## src/rtl/jk_mode_counter.sv

```systemverilog
// WIDTH-bit register bank: independent JK flip-flops, or a modulo-MODULUS up/down counter with load.
// tc looks ahead to the coming wrap; wrap is a registered pulse one cycle after it.
module jk_mode_counter #(
  parameter int WIDTH   = 4,
  parameter int MODULUS = 16
) (
  input  logic             clock,
  input  logic             rst,
  input  logic             en,
  input  logic [1:0]       mode,
  input  logic [WIDTH-1:0] J,
  input  logic [WIDTH-1:0] K,
  output logic [WIDTH-1:0] Q,
  output logic [WIDTH-1:0] Qb,
  output logic             tc,
  output logic             wrap
);

  localparam logic [1:0] MODE_JK   = 2'd0;
  localparam logic [1:0] MODE_UP   = 2'd1;
  localparam logic [1:0] MODE_DOWN = 2'd2;
  localparam logic [1:0] MODE_LOAD = 2'd3;

  // One extra bit so MODULUS = 2^WIDTH still fits.
  localparam logic [WIDTH:0]   MAX_EXT = (WIDTH+1)'(MODULUS - 1);
  localparam logic [WIDTH-1:0] MAX_VAL = MAX_EXT[WIDTH-1:0];

  logic [WIDTH-1:0] q_q, q_d;
  logic             wrap_q, wrap_d;
  logic [WIDTH:0]   q_ext, j_ext;
  logic             at_top, at_zero;

  assign q_ext   = {1'b0, q_q};
  assign j_ext   = {1'b0, J};
  assign at_top  = (q_ext >= MAX_EXT);
  assign at_zero = (q_q == '0);

  always_comb begin
    q_d    = q_q;
    wrap_d = 1'b0;
    if (en) begin
      case (mode)
        MODE_JK: q_d = (J & ~q_q) | (~K & q_q);
        MODE_UP: begin
          if (at_top) begin
            q_d    = '0;
            wrap_d = 1'b1;
          end else begin
            q_d = q_q + WIDTH'(1);
          end
        end
        MODE_DOWN: begin
          if (at_zero) begin
            q_d    = MAX_VAL;
            wrap_d = 1'b1;
          end else if (q_ext > MAX_EXT) begin
            // Out of range after JK mode: re-enter at the top without a wrap.
            q_d = MAX_VAL;
          end else begin
            q_d = q_q - WIDTH'(1);
          end
        end
        MODE_LOAD: q_d = (j_ext <= MAX_EXT) ? J : MAX_VAL;
        default: q_d = q_q;
      endcase
    end
  end

  always_ff @(posedge clock) begin
    if (rst) begin
      q_q    <= '0;
      wrap_q <= 1'b0;
    end else begin
      q_q    <= q_d;
      wrap_q <= wrap_d;
    end
  end

  assign Q    = q_q;
  assign Qb   = ~q_q;
  assign wrap = wrap_q;
  assign tc   = en & ~rst & (((mode == MODE_UP) & at_top) | ((mode == MODE_DOWN) & at_zero));

endmodule

```

## config.mk

```make
export PLATFORM = sky130hd
export DESIGN_NAME = jk_mode_counter
export DESIGN_NICKNAME = d
export VERILOG_FILES = /design/src/rtl/jk_mode_counter.sv
export SDC_FILE = /design/constraint.sdc
export NUM_CORES = 1
export LEC_CHECK = 0
export ABC_AREA = 1
export BUFFER_PORTS_ARGS = -buffer_cell sky130_fd_sc_hd__buf_2
export CAP_MARGIN = 20
export CORE_AREA = 2 2 39 41
export CTS_CLUSTER_DIAMETER = 100
export DETAILED_ROUTE_END_ITERATION = 16
export DIE_AREA = 0 0 41 43
export GPL_ROUTABILITY_DRIVEN = 0
export PLACE_DENSITY = 0.68
export REMOVE_ABC_BUFFERS = 1
export SLEW_MARGIN = 20
export SYNTH_ARGS = -nofsm -noshare
export SYNTH_HDL_FRONTEND = slang
export SYNTH_SLANG_ARGS = --single-unit
```

## constraint.sdc

```tcl
create_clock -name clock -period 1.5 [get_ports clock]
set_input_delay 0.3 -clock clock [delete_from_list [all_inputs] [get_ports clock]]
set_output_delay 0.3 -clock clock [all_outputs]
set_load 0.05 [all_outputs]
```

Word-level counts from Yosys, hierarchy flattened
Cells that the tools add are included.

Register bits: 5. Input port bits: 13. Output and inout port bits: 10. Logic and storage cells: 33.

Add/sub/neg operators: 2. Order comparisons: 3. Equality and inequality tests: 3. Multiplexer cells: 8. Bitwise operators: 12. Reductions and logical operators: 3.

Operator list (number): $mux 4 (4); $pmux 4 s4 (1); $and 4x4->4 (2); $not 4->4 (2); $add 4x1->4 const B (1); $and 1x1->1 (4); $eq 2x2->1 const B (2); $ge 4x4->1 const B (1); $gt 4x4->1 const B (1); $le 4x4->1 const B (1); $logic_not 4->1 (1); $or 4x4->4 (1); $sub 4x1->4 const B (1); $eq 2x1->1 const B (1); $logic_not 2->1 (1); $mux 1 (2); $not 1->1 (2); $pmux 1 s2 (1); $reduce_or 2->1 (1); $or 1x1->1 (1).

Longest topological paths before layout
Depth after elaboration: 4. Gate-level depth with buffers: 10. Gate-level depth less buffers: 10.

Worst setup path after synthesis
OpenSTA, ideal clock, no wires.

Kind: reg2out. Start point: reg q_q[0], in the netlist Q[0]. End point: out tc. Arrival time: 2159 ps. Data required time: 1200 ps. Slack: -959 ps. Cell stages (with the launch flop): 7. Path buffers: 0. Cells stage by stage: dfxtp_1 inv_1 ha_1 nand2_4 nor2_2 a22oi_2 nor3_2.

Longest elaborated chain between the ends: 4. Elaborated cells on any way between the ends: 6. Classes of those cells: order compare (1); bitwise (4); reduce/logical (1).

RTL lines: from (decl) (RTL line 28) `logic [WIDTH-1:0] q_q, q_d;`; from (signal assigned) (RTL line 74) `q_q <= q_d;`; $ge 4x4->1 or $logic_not 4->1 (tied branches) (RTL line 35, 36); $and 1x1->1 (RTL line 82) `assign tc = en & ~rst & (((mode == MODE_UP) & at_top) | ((mode == MODE_DOWN) & at_zero));`; $or 1x1->1 * (RTL line 82); $and 1x1->1 * (RTL line 82); to (decl) (RTL line 15) `output logic tc,`.

Mark *: on every way between the ends. The rest lies on a longest branch, timed or not.

Final worst setup path
Same ends and word-level chain as after synthesis.

==> metrics.cfg <==
[clock_tree]
clk_path_buf_depth = 2
cts_root_buf = clkbuf_4
cts_hold_buffers = 0
cts_buffers = 3
insertion_delay_ns = 0.25
cts_tree = yes
cts.clk_slew.worst_paths_ns = 0.05
h-tree-depth = 1
cts_sinks = 5

[drt]
vias_per_cell = 4.847
drcViolationCount = 0
drt-pass1-iter-count = 4
num_vias = 664
routed_wirelength_mm = 1.425
avgRoutedWirePerCell_um = 10.40
ant_nets = 0
drt_iter0_drc = 21

[setup_path]
slowest_stage = dfxtp_4
cp_slowest_stage_delay_ns = 0.36
cp-start-kind = register
critPathCaptureType = output port
crit_type = reg2out
path_cells = inv_4, ha_4, nand2_4, nor2_4, a22oi_2, nor3_2, buf_6
required_ns = 1.20
cp.arrival_ns = 1.37
path_max_fanout = 3
timing.rr.start = Q[1]
crit_start = Q[0]

[global_routing]
grt_start_max_net_pins = 7
grt-ovfl-total = 0
grt_pass1_vias = 553
antenna_found_initial = 0
globalRouteMet2Util_pct = 29.69
busiest_layer = met2
grt_usage_pct = 17.49
grt_pass1_wl_mm = 2.125
use_met1_pct = 21.61
globalRouteMet3Util_pct = 1.571

[placed_design]
dp_cells = 132
pre_cts_slack_ns = -0.08733
hpwl_mm = 1.158
placedInstanceArea_um2 = 742.0
io_buffers = 22

[floorplanning]
rows = 14
dieArea_um2 = 1763
pin_count = 23
placeableCoreArea_um2 = 1384
dieWidth_um = 41
die_h_um = 43
start_util_pct = 37.97

[final_layout]
drive_gt1_share_pct = 42.15
antennaDiodeCount = 0
final_area_um2 = 822.0
final_core_util_pct = 59.40
synthToLayoutAreaGrowth_pct = 56.43
fin_cells = 137
nNetsFinal = 141
layout_common_cells = nand2_1 (21), buf_2 (21), buf_4 (14)

[yosys]
synth_top_family_by_area = simple AND/OR/NAND/NOR gates
netlist-cell-type-count = 22
ys_seq_area_share_pct = 19.05
syn_avg_cell_area_um2 = 6.409
yosys.area_share.simple_pct = 30.24
synth_fa_ha_area_share_pct = 14.29
syn_inst = 82
synth_xor_area_share_pct = 0
synth_area_leaders = dfxtp_1 (19%), nand2_1 (15%), ha_1 (14%), o21ai_0 (7.6%), inv_1 (7.1%)
netlist_area_um2 = 525.5
yosys_warnings = 0
synth_compound_area_share_pct = 24.05
ys_ff_latch = 5
yosys.area.top_type = dfxtp_1
yosys.area.top_type_share_pct = 19.05
synth.area.mux_share_pct = 0

[timing]
setup_ws_ns = -0.1730
hold_violations = 0
whs_ns = 0.3087
period_minus_slack_ns = 1.673
rsz0062_at_grt = yes
maxSlewHeadroom_pct = 83.93
worst_pin_slew_ns = 0.2385
finalSetupViolCount = 1
fmax_mhz = 597.7
fin_crit_sh_pct = 111.5
finClkSkew_ns = 0.001339
maxSlewViolCount = 0

[outcome]
status = finished with violations
violations = negative setup slack

[worst_hold_path]
worstHoldPathType = in2reg
min-delay-start = en

[power]
vdd_ir_drop_max_v = 0.0004503
power.density_nw_per_um2 = 735.9
leakage_nw = 0.4362

[job]
drv_cap = 0

-- worst paths after layout --
check,to,slack [ns],depth (start not counted)
worst max-delay path,tc,-0.17,7
worst min-delay path,Q[1],0.31,2
worst max register to register,Q[3],0.22,10
worst min register to register,Q[0],0.72,3
-- critical path: cells and delay by family, from the launching register on --
family,cells,cell delay (ns)
buffers and inverters,2,0.25
and+or+nand+nor,3,0.31
DFF,1,0.36
adders and majority gates,1,0.14
AOI/OAI and AO/OA,1,0.06
-- logic make-up after synthesis --
logic type      count (synthesis)
simple gates                   35
buf+inv                        14
flops                           5
fa+ha+maj                       6
compound gates                 22
-- Yosys cell counts --
cell type  number
nand2_1        21
inv_1          10
o21ai_0         8
a21oi_1         7
ha_1            6
dfxtp_1         5
nand3_1         5
nor2_1          4
o211ai_1        2
o21ai_1         2
a22oi_1         1
a22oi_2         1
a31oi_1         1
and2_1          1
buf_6           1
clkinv_1        1
clkinv_4        1
inv_2           1
nand2_4         1
nand4_1         1
nor2_2          1
nor3_2          1
-- timing repair --
item | in CTS | in global routing
setup endpoints to repair | 1 | 1
resized for setup | 14 | 0
setup buffers | 1 | 0
pin swaps | 1 | 1
-- state kept, by name (all words and copies together) (netlist names) --
register  cells
wrap          1
Q             4
-- report_power, final --
part	internal, mW	switching [mW]
Sequential	0.142	0.0150
Clock	0.101	0.0619
Combinational	0.112	0.173
-- cell type report --
type	instances	area (µm²)
sequential	5	107.6
clock buffer	4	26.28
tap	16	20.02
fill	120	561.8
multi-input combinational	63	390.4
timing repair buffer	36	221.5
inverter	13	56.30
-- metrics by stage --
stage               power (mW)   TNS, ns
finish                  0.6049   -0.1730
floorplan               0.3239    -3.935
CTS                     0.6039   -0.2016
detailed placement      0.4223  -0.08733
global placement        0.4200  -0.05214
global route            0.6371   -0.2479
-- per-layer routing --
layer  part of all wire [%]  routed length (µm)
met3                    4.2                  60
met2                     49                 704
met5                      0                   0
met1                     45                 643
met4                    1.2                  17
(Power assumes the default switching activity.)
